### src/rtl/mem_access_unit.sv
// rtl/mem_access_unit.sv - unified instruction/data memory port with IR/MDR, lane steering and load extension
//
// Ports:
//   clk, rst                    clock (rising edge), asynchronous active-low reset
//   mem_req                     FSM is in a memory state; held while mem_busy=1
//   IorD, MemWrite, IRWrite     FSM memory controls (address select, store, IR/MDR target)
//   func3                       RV32I load/store size/sign encoding (ignored for fetch)
//   pc, alu_out, wdata          fetch address, data address, store data
//   bus_valid/we/addr/be/wdata  request side of the valid/ready memory bus
//   bus_ready, bus_rdata        completion handshake and read data
//   instr, mdr                  Instruction Register, Memory Data Register
//   mem_busy                    stall to FSM/PC
//   err, err_code               sticky error and first error cause (01 misaligned, 10 timeout, 11 illegal)
module mem_access_unit #(
    parameter int unsigned TIMEOUT   = 255,
    parameter logic [31:0] NOP_INSTR = 32'h0000_0013
) (
    input  logic        clk,
    input  logic        rst,
    input  logic        mem_req,
    input  logic        IorD,
    input  logic        MemWrite,
    input  logic        IRWrite,
    input  logic [2:0]  func3,
    input  logic [31:0] pc,
    input  logic [31:0] alu_out,
    input  logic [31:0] wdata,
    output logic        bus_valid,
    output logic        bus_we,
    output logic [31:0] bus_addr,
    output logic [3:0]  bus_be,
    output logic [31:0] bus_wdata,
    input  logic        bus_ready,
    input  logic [31:0] bus_rdata,
    output logic [31:0] instr,
    output logic [31:0] mdr,
    output logic        mem_busy,
    output logic        err,
    output logic [1:0]  err_code
);

    localparam logic [7:0] TMO_LAST = 8'(TIMEOUT - 1);

    typedef enum logic [1:0] {
        S_IDLE   = 2'd0,
        S_ACCESS = 2'd1,
        S_DONE   = 2'd2,
        S_ERROR  = 2'd3
    } state_t;

    state_t state, state_nxt;

    // Request captured at IDLE->ACCESS; kept for read-data extraction.
    logic [2:0]  f3_q;
    logic [1:0]  off_q;
    logic        to_ir_q;
    logic [7:0]  tmo_cnt;

    // Request decode, evaluated while IDLE.
    logic [31:0] req_addr;
    logic [2:0]  req_f3;
    logic        req_we;
    logic [1:0]  req_a;
    logic [1:0]  chk_code;
    logic [3:0]  st_be;
    logic [31:0] st_wdata;

    assign req_addr = IorD ? alu_out : pc;
    // A fetch is always a full word regardless of func3.
    assign req_f3   = IorD ? func3 : 3'b010;
    assign req_we   = MemWrite & IorD;
    assign req_a    = req_addr[1:0];

    always_comb begin
        chk_code = 2'b00;
        if (!IorD) begin
            if (pc[1:0] != 2'b00)
                chk_code = 2'b01;
        end else if (func3 == 3'b011 || func3[2:1] == 2'b11 ||
                     (MemWrite && func3[2:1] == 2'b10)) begin
            chk_code = 2'b11;
        end else if ((func3[1:0] == 2'b01 && alu_out[0]) ||
                     (func3[1:0] == 2'b10 && alu_out[1:0] != 2'b00)) begin
            chk_code = 2'b01;
        end
    end

    always_comb begin
        st_be    = 4'b1111;
        st_wdata = wdata;
        if (req_we) begin
            case (func3[1:0])
                2'b00: begin
                    st_be    = 4'b0001 << req_a;
                    st_wdata = {4{wdata[7:0]}};
                end
                2'b01: begin
                    st_be    = req_a[1] ? 4'b1100 : 4'b0011;
                    st_wdata = {2{wdata[15:0]}};
                end
                default: ;
            endcase
        end
    end

    // Load extraction from the lane chosen by the captured byte offset.
    logic [7:0]  lane_byte;
    logic [15:0] lane_half;
    logic [31:0] load_val;

    always_comb begin
        case (off_q)
            2'd0:    lane_byte = bus_rdata[7:0];
            2'd1:    lane_byte = bus_rdata[15:8];
            2'd2:    lane_byte = bus_rdata[23:16];
            default: lane_byte = bus_rdata[31:24];
        endcase
        lane_half = off_q[1] ? bus_rdata[31:16] : bus_rdata[15:0];
        case (f3_q)
            3'b000:  load_val = {{24{lane_byte[7]}}, lane_byte};
            3'b100:  load_val = {24'd0, lane_byte};
            3'b001:  load_val = {{16{lane_half[15]}}, lane_half};
            3'b101:  load_val = {16'd0, lane_half};
            default: load_val = bus_rdata;
        endcase
    end

    always_ff @(posedge clk or negedge rst) begin
        if (!rst)
            state <= S_IDLE;
        else
            state <= state_nxt;
    end

    always_comb begin
        state_nxt = state;
        bus_valid = 1'b0;
        err       = 1'b0;
        mem_busy  = 1'b0;
        case (state)
            S_IDLE: begin
                mem_busy = mem_req;
                if (mem_req)
                    state_nxt = (chk_code != 2'b00) ? S_ERROR : S_ACCESS;
            end
            S_ACCESS: begin
                bus_valid = 1'b1;
                mem_busy  = 1'b1;
                if (bus_ready)
                    state_nxt = S_DONE;
                else if (tmo_cnt == TMO_LAST)
                    state_nxt = S_ERROR;
            end
            S_DONE: begin
                state_nxt = S_IDLE;
            end
            default: begin
                mem_busy = 1'b1;
                err      = 1'b1;
            end
        endcase
    end

    always_ff @(posedge clk or negedge rst) begin
        if (!rst) begin
            bus_we    <= 1'b0;
            bus_addr  <= 32'd0;
            bus_be    <= 4'd0;
            bus_wdata <= 32'd0;
            f3_q      <= 3'd0;
            off_q     <= 2'd0;
            to_ir_q   <= 1'b0;
            tmo_cnt   <= 8'd0;
            instr     <= NOP_INSTR;
            mdr       <= 32'd0;
            err_code  <= 2'b00;
        end else begin
            case (state)
                S_IDLE: begin
                    tmo_cnt <= 8'd0;
                    if (mem_req) begin
                        if (chk_code == 2'b00) begin
                            bus_we    <= req_we;
                            bus_addr  <= {req_addr[31:2], 2'b00};
                            bus_be    <= st_be;
                            bus_wdata <= st_wdata;
                            f3_q      <= req_f3;
                            off_q     <= req_a;
                            to_ir_q   <= IRWrite;
                        end else begin
                            err_code  <= chk_code;
                        end
                    end
                end
                S_ACCESS: begin
                    if (bus_ready) begin
                        if (!bus_we) begin
                            if (to_ir_q)
                                instr <= load_val;
                            else
                                mdr   <= load_val;
                        end
                    end else if (tmo_cnt == TMO_LAST) begin
                        err_code <= 2'b10;
                    end else begin
                        tmo_cnt  <= tmo_cnt + 8'd1;
                    end
                end
                default: ;
            endcase
        end
    end

endmodule

### config.mk
export PLATFORM = sky130hd
export DESIGN_NAME = mem_access_unit
export DESIGN_NICKNAME = d
export VERILOG_FILES = /design/src/rtl/mem_access_unit.sv
export SDC_FILE = /design/constraint.sdc
export NUM_CORES = 1
export LEC_CHECK = 0
export BUFFER_PORTS_ARGS = -buffer_cell sky130_fd_sc_hd__buf_4
export CORE_MARGIN = 10
export CORE_UTILIZATION = 50
export DETAILED_ROUTE_END_ITERATION = 10
export PLACE_DENSITY = 0.8
export SLEW_MARGIN = 10
export SYNTH_ARGS = -nofsm -noshare
export SYNTH_HDL_FRONTEND = slang
export SYNTH_SLANG_ARGS = --single-unit
### constraint.sdc
create_clock -name clk -period 1.9 [get_ports clk]
set_input_delay 0.38 -clock clk [delete_from_list [all_inputs] [get_ports clk]]
set_output_delay 0.38 -clock clk [all_outputs]
set_load 0.05 [all_outputs]
==> summary.txt <==
Detailed routing
  • DR iter-0 viols: 433
  • Drt wl/cell: 20.4 um
  • Post-DR vias/cell: between 5 and 6
  • Detail Route Antenna Nets: 0
  • DR DRC count: 0
  • DRT Wirelength: 24600 um
  • Routed vias: 6710
  • DR pass1 iterations: 5

STA
  • Minimum clock period: about 1800 ps
  • Peak Freq: ~550 MHz
  • # setup viols final: 0
  • Slew HR: 63.4%
  • Worst hold margin: 197 ps
  • Period utilization: 95.4%
  • Layout Skew: 7.75 ps
  • Worst setup margin: roughly 87 ps
  • Unrepaired setup endpoints after global routing: no
  • Hold Fails Final Rpt: 0
  • Slew Viols, Final: 0
  • Worst slew pin tran: 549 ps
  • Setup_tns: 0 ps

Final layout
  • Fill cell count: 1089
  • Final Core Density: 72.1%
  • ANT cells: 0
  • Area of the multi-input gates: 3400 um2
  • Area delta synth->final: 42.4%
  • # nets final: about 1200
  • Seq. cell area: 3730 um2
  • Share of cells above drive strength 1: roughly 37%
  • Non-Filler Instances: approximately 1200

GRT
  • Global-route usage over all layers: 24.5%
  • M1 GR Usage: around 27%
  • Gr busiest metal: met2
  • Grt total ovfl: 0
  • Vias in the first global route: 7053
  • Met3 Usage GRT: 10.6%
  • Largest net degree at the start of global routing: 58
  • First-pass GRT wire length: 38500 um
  • GR met2 Demand/Resource: 40.5%
  • Antenna violations before repair: 0

Clock tree
  • Worst-path clk slew: 50 ps
  • CTS Buf Count: 17
  • # H-tree levels: 4
  • Clock latency on the worst-skew pair: 420 ps
  • CTS tree: yes
  • Clock Path Buffers: 2
  • Clk sinks: 149
  • Clk root buf: clkbuf_16

Worst setup path
  • Critical Path End: mem_busy
  • Crit-path max FO: 4
  • Reg2Reg Depth: 4
  • Critical Path Source: state[0]
  • CP Launch Type: register
  • Critical R2R Capture: mdr[18]
  • Arr. time, crit path: around 1400 ps
  • Worst endpoint required time: 1520 ps
  • Reg2reg setup slack: around 110 ps
  • Reg2reg start: off_q[0]
  • Crit end category: primary output
  • Crit Path Category: reg2out

Synth
  • FF+latch count, synth: around 150
  • Sequential area share after synthesis: 50.9%
  • Synth cell types: 54
  • Post-synth EDFFs: 0
  • Post-Synth XOR/XNOR Area: 0.358%
  • Synth Cell Area: ~7300 um2
  • Cells after Synth: 727
  • Post-synth ARST share: 100%
  • Post-synthesis compound-gate area fraction: 17.3%
  • Leading register cell type out of synthesis: dfrtp_1
  • Synth warnings: 0
  • Adder-cell share of the synthesized area: 1.02%
  • Mux contribution to synthesized area: 12.7%
  • Syn avg cell area: 10.1 um2
  • Largest family of logic cells by synthesized area: compound AO/OA/AOI/OAI gates
  • Post-Synth Simple-Gate Area: 13.9%

Floorplanning
  • I/O Pins: 276
  • Core area: 14500 um2
  • Initial Utilization: 50.7%
  • DIE AREA: 19900 um2
  • Rows: 44
  • Chip width: 141 um
  • Height of the chip: ~140 um

Power
  • Sw Ratio: 49.1%
  • Combinational share of power: between 50% and 60%
  • Leak Pwr: 5.14 nW
  • Seq pwr share: ~27%
  • Sw power: between 10 and 15 mW
  • Pwr/cell area: 1990 nW/um2
  • Int Power: 10.6 mW
  • Clock network fraction of total power: 16.9%
  • Peak supply drop: about 1.3 mV

Status
  • Status: completed

Placed design
  • Placed cells: 1171
  • Pre-CTS WS: 7.68 ps
  • Placed wire-length estimate: 19100 um
  • Final GP Congestion: slightly below 0.9
  • Count of input and output buffers: 273

Min path
  • Min-Delay Path Class: in2reg

Job
  • Number of max-cap violations: 0
[synth_stat cells (7+ instances only)]
master     instances  share of area [%]
a21oi_1           13               0.89
a221oi_1          17                2.0
a22oi_1            7               0.72
buf_2             15                1.0
clkbuf_1          21                1.1
dfrtp_1          146                 50
mux2_2             8                1.2
mux2_4             9                1.8
mux2i_1           68                9.3
nand2_1          148                7.6
nor2_1            34                1.7
nor2b_1           13                1.1
o211ai_1          35                3.6
o21a_1            15                1.5
o21ai_0           94                6.4
o2bb2ai_1          7               0.84
[metal layers]
layer	vias up	share of wire, %
li1	3138	-
met1	3186	37
met2	340	49
met3	46	12
met4	0	2.8
met5	-	0
[power by group through the flow]
stage	Combinational [mW]	Sequential (mW)	Clock, mW
finish	11.6	5.66	3.53
detailed placement	11.6	5.66	0
CTS	11.7	5.65	3.57
floorplan	3.09	10.2	0
global route	12.4	5.83	3.72
global placement	11.4	5.62	0
[placed cells by master (no fill, tap or decap), types with 5 or more instances in the layout]
master     Yosys  layout
o211ai_1      35      35
o21a_1        15      15
dfrtp_1      146     146
nand2_1      148     148
inv_1          6       5
clkinv_2       0       5
a221oi_1      17      17
nor2b_1       13      13
a21oi_1       13      13
buf_4          5     302
clkbuf_16      0      17
nand3_1        5       5
buf_12         0       7
a22oi_1        7       7
o21ai_0       94      93
mux2_4         9       9
mux2i_1       68      68
o2bb2ai_1      7       7
mux2_2         8       8
nor2_1        34      34
[worst max-delay path: stages, from the launching register on]
cell and delay, ps:
dfrtp_1 370, inv_1 150, ha_4 180, nand2_1 60, o21ai_2 70, buf_6 180
[worst min path at each step]
stage	start	to	slack, ps	depth (start not counted)
3_3_place_gp	rst	mdr[19]	370	1
2_1_floorplan	rst	bus_addr[10]	80	0
4_1_cts	IRWrite	to_ir_q	180	2
6_report	IRWrite	to_ir_q	200	2
3_5_place_dp	rst	mdr[19]	380	1
5_1_grt	IRWrite	to_ir_q	190	2
[what timing repair did]
item,CTS,global route
setup buffers,4,0
setup endpoints to repair,14,36
cloned,0,0
pin swaps,0,0
hold buffers,1,0
gates resized for setup,4,5
endpoints found under the hold margin,51,0
[cell type report]
cell class,count,area share [%]
clock buffers,21,4.41
clock inverters,10,1.47
inverters,7,0.252
multi-input cells,524,32.6
flip-flops and latches,149,35.7
well taps,184,2.20
repair buffers,312,23.4
[state kept, by name (all words and copies together), names as in the netlist]
| signal | cells |
|---|---|
| bus_addr | 30 |
| bus_be | 4 |
| bus_wdata | 32 |
| bus_we | 1 |
| err_code | 2 |
| f3_q | 3 |
| instr | 32 |
| mdr | 32 |
| off_q | 2 |
| state | 2 |
| tmo_cnt | 8 |
| to_ir_q | 1 |
[stage by stage]
step	power (mW)	cell area, um2
after CTS	20.9	10400
final	20.8	10400
after global routing	21.9	10400
after floorplan	13.3	7350
after detailed placement	17.2	9740
after global placement	17.0	9740
[kinds of logic (layout without fill, tap and decap cells)]
logic type               Yosys count  after routing
AO/OA/AOI/OAI                    199            199
other                              1              2
flip-flops                       149            149
AND/OR/NAND/NOR                  228            228
adder cells (fa/ha/maj)            6              6
XOR/XNOR                           3              3
multiplexers                      86             86
buffers and inverters             55            350
Power figures use the tool's default switching activity.
